==> config.mk <==
export PLATFORM = sky130hd
export DESIGN_NAME = vc_allocator
export DESIGN_NICKNAME = d
export VERILOG_FILES = /design/src/rtl/noc_params.sv /design/src/rtl/round_robin_arbiter.sv /design/src/rtl/vc_allocator.sv
export SDC_FILE = /design/constraint.sdc
export NUM_CORES = 1
export LEC_CHECK = 0
export ABC_AREA = 0
export ABC_CLOCK_PERIOD_IN_PS = 7200
export CAP_MARGIN = 0
export CORE_UTILIZATION = 48
export CTS_CLUSTER_SIZE = 25
export DETAILED_ROUTE_END_ITERATION = 8
export PLACE_DENSITY_LB_ADDON = 0.25
export SLEW_MARGIN = 20
export SYNTH_ARGS = -nofsm -noshare
export SYNTH_HDL_FRONTEND = slang
export SYNTH_SLANG_ARGS = --single-unit
==> constraint.sdc <==
create_clock -name clk -period 7.2 [get_ports clk]
set_input_delay 0.72 -clock clk [delete_from_list [all_inputs] [get_ports clk]]
set_output_delay 0.72 -clock clk [all_outputs]
set_load 0.03 [all_outputs]
==> src/rtl/noc_params.sv <==
// Router-wide parameters shared by the allocation stages.
// Port order matches the router's physical port numbering.
package noc_params;

  localparam int PORT_NUM  = 5;
  localparam int VC_NUM    = 2;
  localparam int VC_SIZE   = $clog2(VC_NUM);
  localparam int PORT_SIZE = $clog2(PORT_NUM);

  typedef enum logic [PORT_SIZE-1:0] {
    LOCAL,
    NORTH,
    SOUTH,
    WEST,
    EAST
  } port_t;

endpackage

==> src/rtl/round_robin_arbiter.sv <==
// Round-robin arbiter: grants the first requester at or after the pointer,
// then moves the pointer just past the winner.
module round_robin_arbiter #(
  parameter int N = 4
) (
  input  logic         clk,
  input  logic         rst,
  input  logic [N-1:0] request_i,
  input  logic         grant_valid_i,
  output logic [N-1:0] grant_o
);

  localparam int              PTR_W = (N > 1) ? $clog2(N) : 1;
  localparam logic [PTR_W:0]  N_EXT = (PTR_W + 1)'(N);
  localparam logic [PTR_W-1:0] LAST = PTR_W'(N - 1);

  logic [PTR_W-1:0] r_ptr;
  logic [N-1:0]     w_req_rot;
  logic [PTR_W-1:0] w_off;
  logic [PTR_W:0]   w_sum;
  logic [PTR_W-1:0] w_winner;
  logic             w_fire;

  // Rotate so the pointer position lands on bit 0, then find the lowest set bit.
  assign w_req_rot = N'({request_i, request_i} >> r_ptr);

  always_comb begin
    w_off = '0;
    for (int k = N - 1; k >= 0; k--) begin
      if (w_req_rot[k]) begin
        w_off = PTR_W'(k);
      end
    end
  end

  assign w_sum    = {1'b0, r_ptr} + {1'b0, w_off};
  assign w_winner = (w_sum >= N_EXT) ? PTR_W'(w_sum - N_EXT) : w_sum[PTR_W-1:0];
  assign w_fire   = grant_valid_i && (|request_i);

  always_comb begin
    grant_o = '0;
    if (w_fire) begin
      grant_o[w_winner] = 1'b1;
    end
  end

  always_ff @(posedge clk or negedge rst) begin
    if (!rst) begin
      r_ptr <= '0;
    end else if (w_fire) begin
      r_ptr <= (w_winner == LAST) ? '0 : w_winner + 1'b1;
    end
  end

endmodule

==> src/rtl/vc_allocator.sv <==
// Virtual-channel allocator: per output port, one free downstream VC is
// handed to one requesting input VC each cycle, round-robin across requesters.
module vc_allocator #(
  parameter  int PORT_NUM = noc_params::PORT_NUM,
  parameter  int VC_NUM   = noc_params::VC_NUM,
  localparam int VC_SIZE  = (VC_NUM > 1) ? $clog2(VC_NUM) : 1
) (
  input  logic                                         clk,
  input  logic                                         rst,
  input  logic              [PORT_NUM-1:0][VC_NUM-1:0] request_i,
  input  noc_params::port_t [PORT_NUM-1:0][VC_NUM-1:0] out_port_i,
  input  logic              [PORT_NUM-1:0][VC_NUM-1:0] vc_release_i,
  output logic              [PORT_NUM-1:0][VC_NUM-1:0] vc_valid_o,
  output logic [PORT_NUM-1:0][VC_NUM-1:0][VC_SIZE-1:0] vc_new_o,
  output logic              [PORT_NUM-1:0][VC_NUM-1:0] vc_busy_o
);

  localparam int REQ_NUM = PORT_NUM * VC_NUM;

  logic [PORT_NUM-1:0][VC_NUM-1:0] r_busy;
  logic [PORT_NUM-1:0][VC_NUM-1:0] w_busy_next;
  logic [PORT_NUM-1:0][VC_NUM-1:0] w_cand  [PORT_NUM];
  logic [PORT_NUM-1:0][VC_NUM-1:0] w_grant [PORT_NUM];
  logic [PORT_NUM-1:0]             w_free_any;
  logic [PORT_NUM-1:0]             w_grant_any;
  logic [VC_SIZE-1:0]              w_free_vc [PORT_NUM];

  // Targets outside 0..PORT_NUM-1 match no output port and are dropped here.
  always_comb begin
    for (int o = 0; o < PORT_NUM; o++) begin
      for (int p = 0; p < PORT_NUM; p++) begin
        for (int v = 0; v < VC_NUM; v++) begin
          w_cand[o][p][v] = request_i[p][v] && (int'(out_port_i[p][v]) == o);
        end
      end
    end
  end

  always_comb begin
    for (int o = 0; o < PORT_NUM; o++) begin
      w_free_vc[o] = '0;
      for (int d = VC_NUM - 1; d >= 0; d--) begin
        if (!r_busy[o][d]) begin
          w_free_vc[o] = VC_SIZE'(d);
        end
      end
    end
  end

  for (genvar gi = 0; gi < PORT_NUM; gi++) begin : g_port
    assign w_free_any[gi]  = ~&r_busy[gi];
    assign w_grant_any[gi] = |w_grant[gi];

    round_robin_arbiter #(
      .N (REQ_NUM)
    ) u_arb (
      .clk           (clk),
      .rst           (rst),
      .request_i     (w_cand[gi]),
      .grant_valid_i (w_free_any[gi]),
      .grant_o       (w_grant[gi])
    );
  end

  // Each requester targets one port, so at most one arbiter can hit it.
  always_comb begin
    vc_valid_o = '0;
    vc_new_o   = '0;
    if (rst) begin
      for (int o = 0; o < PORT_NUM; o++) begin
        for (int p = 0; p < PORT_NUM; p++) begin
          for (int v = 0; v < VC_NUM; v++) begin
            if (w_grant[o][p][v]) begin
              vc_valid_o[p][v] = 1'b1;
              vc_new_o[p][v]   = w_free_vc[o];
            end
          end
        end
      end
    end
  end

  always_comb begin
    for (int o = 0; o < PORT_NUM; o++) begin
      for (int d = 0; d < VC_NUM; d++) begin
        w_busy_next[o][d] = (r_busy[o][d] & ~vc_release_i[o][d]) |
                            (w_grant_any[o] && (w_free_vc[o] == VC_SIZE'(d)));
      end
    end
  end

  always_ff @(posedge clk or negedge rst) begin
    if (!rst) begin
      r_busy <= '0;
    end else begin
      r_busy <= w_busy_next;
    end
  end

  assign vc_busy_o = r_busy;

endmodule

==> out/results.txt, run 1 <==
GRT Util Overall -> 31.2%
Compound-Gate Fraction of Synth Area -> 25.4%
Class of the worst hold path -> in -> async
Ranking of synthesized cells by area -> mux4_2 11%, dfrtp_1 8.8%, mux2i_1 8.6%
Setup slack at placement -> -0.209 ns
Drt total wl -> 29.2 mm
Worst r2r dst -> g_port[4].u_arb.r_ptr[3]$_DFFE_PN0P_
Crit path required time -> 6.48 ns
Final period utilization -> 97.8%
TritonCTS clock tree -> done
Number of detailed-route iterations in the first pass -> 5
Critical Path AT -> 6.32 ns
Final hold vios -> 0
Syn Nets -> 1147
Status -> completed
Antenna-violating nets left -> 0
Global-route wire length before repair -> 45.4 mm
Largest family of logic cells by synthesized area -> simple AND/OR/NAND/NOR gates
Final Max Slew Viols -> 0
Initial antenna violation count -> 0
Die Y -> 135 um
Mapped Avg Cell Area -> 7.98 um^2
Crit path max fanout -> 7
Die ar. -> 0.0182 mm^2
Number of max-cap violations -> 0
Post-route DRC violation count -> 0
CP startpoint kind -> input pin
Top cell type's share of synthesized area -> 10.6%
Setup TNS -> 0 ns
Rows -> 48
Synth Cell Area -> 0.00850 mm^2
Most frequent cells in the layout -> 142 x buf_4, 99 x nand2_1, 88 x nor2_1
Htree depth -> 2
Fin crit period -> 7.04 ns
Commonest non-fill, non-tap cell in the layout -> buf_4
Final setup viols -> 0
Setup WS post-layout -> 0.158 ns
CTS Hold Bufs -> 0
Violation count after the first detailed-route iteration -> 909
Final Wtd Congestion -> 0.930
Initial core utilization -> 49.1%
WL per Instance -> 20.0 um
Worst-path clk slew -> 0.06 ns
Core area -> 0.0173 mm^2
Synth Flop Type -> dfrtp_1
Total CTS buffers -> 5
Synth Area in Simple Gates -> 31.5%
Cell count after synthesis -> 1065
Root buffer cell -> clkbuf_16
Via Count -> 9695
XOR/XNOR share of the synthesized area -> 1.53%
Synth Area in Adders -> 4.86%
Share of cells above drive strength 1 -> 29.1%
Setup Skew -> 0.00383 ns
I/O pin cnt -> 82
Vias per std cell -> 6.65
Antenna cells -> 0
Buffers added on ports -> 81
Vias in the first global route -> 8783
FF+latch count, synth -> 30
Maximum root-to-sink buffer count -> 2
Async set or reset register ratio after synthesis -> 100%
Nets -> 1313
Synth unique cells -> 99
Yosys warning count -> 0
Worst skew pair latency -> 0.28 ns
Area Growth Syn to Fin -> 28.7%
Crit path capture type -> output port
Worst-Margin Slew -> 0.943 ns
Mux contribution to synthesized area -> 23.5%
HPWL after detailed placement -> 22.7 mm
Relative slew slack -> 36.6%
R2r setup slk -> 1.87 ns
Largest net degree at the start of global routing -> 40
FF-to-FF Start -> g_port[4].u_arb.r_ptr[3]$_DFFE_PN0P_
Register area share after synthesis -> 8.83%
Chip width -> 135 um
Cells on worst reg2reg path -> 22
GR Overflow Total -> 0
Worst Setup SP -> request_i[3]
EDFF count, synth -> 0
Max Clk Rate -> 142 MHz
Cell taking the most area after synthesis -> mux4_2
CTS Sinks -> 30
Critical path class -> in -> out
==> sequential cells by signal (all words and copies together), names as in the netlist <==
signal,count
g_port.u_arb.r_ptr,20
vc_busy_o,10
==> logic make-up (layout without fill, tap and decap cells) <==
logic type,after synthesis,after routing
AO/OA/AOI/OAI,307,307
XOR/XNOR,14,14
adder cells (fa/ha/maj),30,30
buffers and inverters,96,263
flip-flops,30,30
multiplexers,144,144
AND/OR/NAND/NOR,444,444
==> stage by stage <==
step                area, um^2  hold WS, ns  util (%)  cells
finish                   10900        0.509      63.2   1457
global placement         10200        0.581      58.8   1435
floorplan                 8500        0.424         -   1065
detailed placement       10200        0.591      58.8   1435
global route             10900        0.540      63.2   1457
CTS                      10400        0.530      59.9   1443
==> final cells by class <==
cell class | count | area, um^2
Clock buffer | 7 | 143
Inverter | 52 | 199
Timing Repair Buffer | 203 | 1740
Tap cell | 225 | 282
Sequential cell | 30 | 751
Fill cell | 1515 | 6360
Clock inverter | 1 | 5.00
Multi-Input combinational cell | 939 | 7820
==> Yosys cell counts, drive strengths merged, types with 19 or more instances <==
library cell  instances
a31oi                19
nand2                99
mux2                 30
inv                  47
mux2i                73
nor3                 28
dfrtp                30
o21ai                60
a21oi                60
clkbuf               29
mux4                 41
nand3                40
ha                   25
nor2                 88
==> how the worst max path moves through the flow <==
stage	endpoint	slack [ns]
after detailed placement	vc_new_o[8]	-0.21
after CTS	vc_new_o[8]	0.008
after global placement	vc_new_o[8]	-0.14
final	vc_new_o[9]	0.16
after global routing	vc_new_o[8]	-0.05
after floorplan	vc_new_o[8]	0.56
==> routing by layer <==
| metal | GRT usage [%] | part of all wire [%] | vias up |
|---|---|---|---|
| met5 | 0 | 0 | - |
| met4 | 9.30 | 2.9 | 0 |
| met3 | 4.50 | 7.3 | 70 |
| met2 | 51.9 | 48 | 382 |
| met1 | 41.9 | 42 | 4700 |
| li1 | - | - | 4543 |
==> what timing repair did <==
item                                    in CTS  in global routing
endpoints found under the setup margin       3                 20
gates resized for setup                     11                124
pin swaps                                    0                 23
setup buffers                                0                 14
==> worst max-delay path, cell delays in order <==
cell	delay, ns
clkdlybuf4s50_1	0.49
buf_4	0.14
or4bb_4	0.54
mux4_2	0.49
mux2i_1	0.19
nor2_1	0.07
a21oi_1	0.17
a31oi_1	0.06
a211oi_1	0.22
nor3_1	0.09
ha_2	0.20
fa_2	0.37
xor2_2	0.19
inv_2	0.08
ha_4	0.26
a32oi_1	0.22
o41ai_2	0.12
buf_4	0.17
buf_4	0.13
and3_4	0.18
or3_1	0.35
a221o_1	0.31
a221oi_2	0.32
buf_4	0.23
Power of run 1 is not shown: default switching activity piles up to over one toggle a cycle in this logic, so the estimate is an artifact.
==> run 2, diff against run 1 <==
--- a/config.mk
+++ b/config.mk
@@ -8,6 +8,7 @@
 export ABC_AREA = 0
 export ABC_CLOCK_PERIOD_IN_PS = 7200
 export CAP_MARGIN = 0
+export CORE_MARGIN = 2
 export CORE_UTILIZATION = 48
 export CTS_CLUSTER_SIZE = 25
 export DETAILED_ROUTE_END_ITERATION = 8
==> run 2 against run 1 <==
Effect of this change:
- design area about the same
- global-route usage down 1.1 points
- die area up 3.0%
- largest cell class unchanged
- highest routed layer unchanged
- critical path depth down 1
- maximum frequency down 0.64%
==> out/results.txt, run 2 (synthesis gave the netlist of run 1 again) <==
Hold Crit Start -> vc_busy_o[6]$_DFF_PN0_
Number of detailed-route iterations in the first pass -> 6 (was 5)
# fillers -> 1521 (was 1515)
Buffers added on ports -> 81 (unchanged)
Total CTS buffers -> 5 (unchanged)
Crit path capture type -> output port (unchanged)
Relative slew slack -> 31.0% (was 36.6%)
Fin crit period -> 7.09 ns (was 7.04 ns)
CTS Sinks -> 30 (unchanged)
Critical Path AT -> 6.37 ns (was 6.32 ns)
WP buf/inv -> 4 (was 6)
WL per Instance -> 19.7 um (was 20.0 um)
Vias in the first global route -> 8930 (was 8783)
Critical path class -> in -> out (unchanged)
Antenna cells -> 0 (unchanged)
Setup WS post-layout -> 0.112 ns (was 0.158 ns)
GR Overflow Total -> 0 (unchanged)
Die ar. -> 0.0188 mm^2 (was 0.0182 mm^2)
Htree depth -> 2 (unchanged)
Max Clk Rate -> 141 MHz (was 142 MHz)
Final Max Slew Viols -> 0 (unchanged)
Setup Skew -> 0.00494 ns (was 0.00383 ns)
Critical Path, Cell by Cell -> clkdlybuf4s50_1, nand4b_1, mux4_2, mux2_2, nor2_1, nor2_1, a21boi_0, o21ai_0, a41o_1, ha_1, fa_1, xor2_2, inv_1, ha_1, buf_4, a2111oi_0, a211oi_2, nor3b_1, o21ai_1, mux2i_1, o32ai_1, a211oi_2, buf_4 (was clkdlybuf4s50_1, buf_4, or4bb_4, mux4_2, mux2i_1, nor2_1, a21oi_1, a31oi_1, a211oi_1, nor3_1, ha_2, fa_2, xor2_2, inv_2, ha_4, a32oi_1, o41ai_2, buf_4, buf_4, and3_4, or3_1, a221o_1, a221oi_2, buf_4)
Final setup viols -> 0 (unchanged)
Max FFs per register -> 20 (unchanged)
Drt total wl -> 28.9 mm (was 29.2 mm)
Worst skew pair latency -> 0.29 ns (was 0.28 ns)
GRT Util Overall -> 30.1% (was 31.2%)
Cells on worst reg2reg path -> 23 (was 22)
Biggest register -> g_port.u_arb.r_ptr (unchanged)
Antenna-violating nets left -> 0 (unchanged)
Rows -> 48 (unchanged)
Chip width -> 137 um (was 135 um)
Worst path max stage delay -> 0.59 ns (was 0.54 ns)
Commonest non-fill, non-tap cell in the layout -> buf_4 (unchanged)
Worst-Margin Slew -> 1.03 ns (was 0.943 ns)
Worst-path clk slew -> 0.06 ns (about the same)
Final Wtd Congestion -> 0.995 (was 0.930)
I/O pin cnt -> 82 (unchanged)
CP startpoint kind -> input pin (unchanged)
Setup slack at placement -> -0.0539 ns (was -0.209 ns)
Initial antenna violation count -> 0 (unchanged)
Class of the worst hold path -> reg -> reg (was in -> async)
Post-route DRC violation count -> 0 (unchanged)
HPWL after detailed placement -> 22.9 mm (was 22.7 mm)
Die Y -> 137 um (was 135 um)
Maximum root-to-sink buffer count -> 2 (unchanged)
Most frequent cells in the layout -> 156 x buf_4, 99 x nand2_1, 88 x nor2_1 (was 142 x buf_4, 99 x nand2_1, 88 x nor2_1)
Crit path max fanout -> 5 (was 7)
CP max stage cell -> mux4_2 (was or4bb_4)
Worst Hold Slack -> 0.582 ns (was 0.509 ns)
Worst Hold Path EP -> vc_busy_o[6]$_DFF_PN0_
Area Growth Syn to Fin -> 28.8% (was 28.7%)
Violation count after the first detailed-route iteration -> 792 (was 909)
Share of cells above drive strength 1 -> 28.0% (was 29.1%)
Nets -> 1328 (was 1313)
Hold Path Cell Cnt -> 1
Worst r2r dst -> g_port[3].u_arb.r_ptr[1]$_DFFE_PN0P_ (was g_port[4].u_arb.r_ptr[3]$_DFFE_PN0P_)
Final hold vios -> 0 (unchanged)
Core area -> 0.0173 mm^2 (unchanged)
Initial core utilization -> 49.1% (unchanged)
R2r setup slk -> 1.91 ns (was 1.87 ns)
Via Count -> 9619 (was 9695)
Critical path's top delay family -> compound AO/OA/AOI/OAI gates (unchanged)
Vias per std cell -> 6.53 (was 6.65)
FF-to-FF Start -> g_port[3].u_arb.r_ptr[3]$_DFFE_PN0P_ (was g_port[4].u_arb.r_ptr[3]$_DFFE_PN0P_)
Largest net degree at the start of global routing -> 40 (unchanged)
Levels on crit path -> 23 (was 24)
Unrepaired setup endpoints after global routing -> yes
Number of max-cap violations -> 0 (unchanged)
Crit path required time -> 6.48 ns (about the same)
Status -> completed (unchanged)
Final period utilization -> 98.4% (was 97.8%)
Global-route wire length before repair -> 45.0 mm (was 45.4 mm)
TritonCTS clock tree -> done (unchanged)
Root buffer cell -> clkbuf_16 (unchanged)
CTS Hold Bufs -> 0 (unchanged)
run 2: cell count changes in the layout (fill, tap and decap cells not counted), moves of 3 or more:
cell and delta:
a21oi_1 +4, dlymetal6s2s_1 -6, ha_1 +4, a21oi_2 -4
mux2i_1 +9, buf_4 +14, o21ai_2 -3, o21ai_0 +3
clkdlybuf4s50_1 +6, nor4b_1 -3, mux2i_2 -7
run 2: how the worst max path moves through the flow:
| stage | start | slack, ns | endpoint |
|---|---|---|---|
| global route | out_port_i[22] | -0.05 | vc_valid_o[5] |
| detailed placement | out_port_i[19] | -0.05 | vc_valid_o[9] |
| global placement | out_port_i[22] | -0.005 | vc_valid_o[9] |
| CTS | request_i[3] | 0.0009 | vc_new_o[4] |
| finish | out_port_i[29] | 0.11 | vc_new_o[7] |
| floorplan | out_port_i[17] | 0.56 | vc_new_o[8] |
run 2: area by class of cell:
cell class,count,area (um^2),share of cell area (%)
Timing Repair Buffer,218,1840,16.8
Inverter,52,195,1.78
Clock inverter,2,12.5,0.114
Tap cell,225,282,2.57
Multi-Input combinational cell,939,7720,70.6
Sequential cell,30,751,6.86
Clock buffer,6,139,1.27
run 2: per-stage QoR:
stage | area, um^2 | TNS, ns | utilization [%] | cells
3_3_place_gp | 10300 | -0.00488 | 59.8 | 1458
6_report | 10900 | 0 | 63.3 | 1472
4_1_cts | 10500 | 0 | 60.8 | 1468
3_5_place_dp | 10300 | -0.0539 | 59.8 | 1458
5_1_grt | 10900 | -0.311 | 63.3 | 1472
2_1_floorplan | 8500 | 0 | - | 1065
run 2: timing repair:
action / in CTS / in global routing
resized for setup: 3 / 100
pin swaps: 0 / 18
setup endpoints to repair: 3 / 20
setup buffers: 2 / 4
run 2: worst register-to-register path, cell delays in order (launching register included):
cell and delay (ns):
dfrtp_1 0.73, inv_1 0.31, mux4_2 0.52, mux2_2 0.29
nor2_1 0.10, nor2_1 0.08, a21boi_0 0.16, o21ai_0 0.10
a41o_1 0.24, ha_1 0.21, fa_1 0.43, xor2_2 0.18
inv_1 0.09, ha_1 0.16, buf_4 0.13, o31ai_1 0.09
a211o_1 0.31, a21oi_2 0.19, buf_4 0.13, a21oi_1 0.03
buf_4 0.17, o211ai_1 0.14, o21ai_0 0.10, mux2_2 0.28
run 2: layer usage:
layer / global-route usage, % / share of wire (%)
met3: 6.48 / 8.2
met5: 0 / 0
met1: 40.8 / 43
met2: 47.8 / 46
met4: 9.34 / 3.0
Power of run 2 is left out for the same reason.
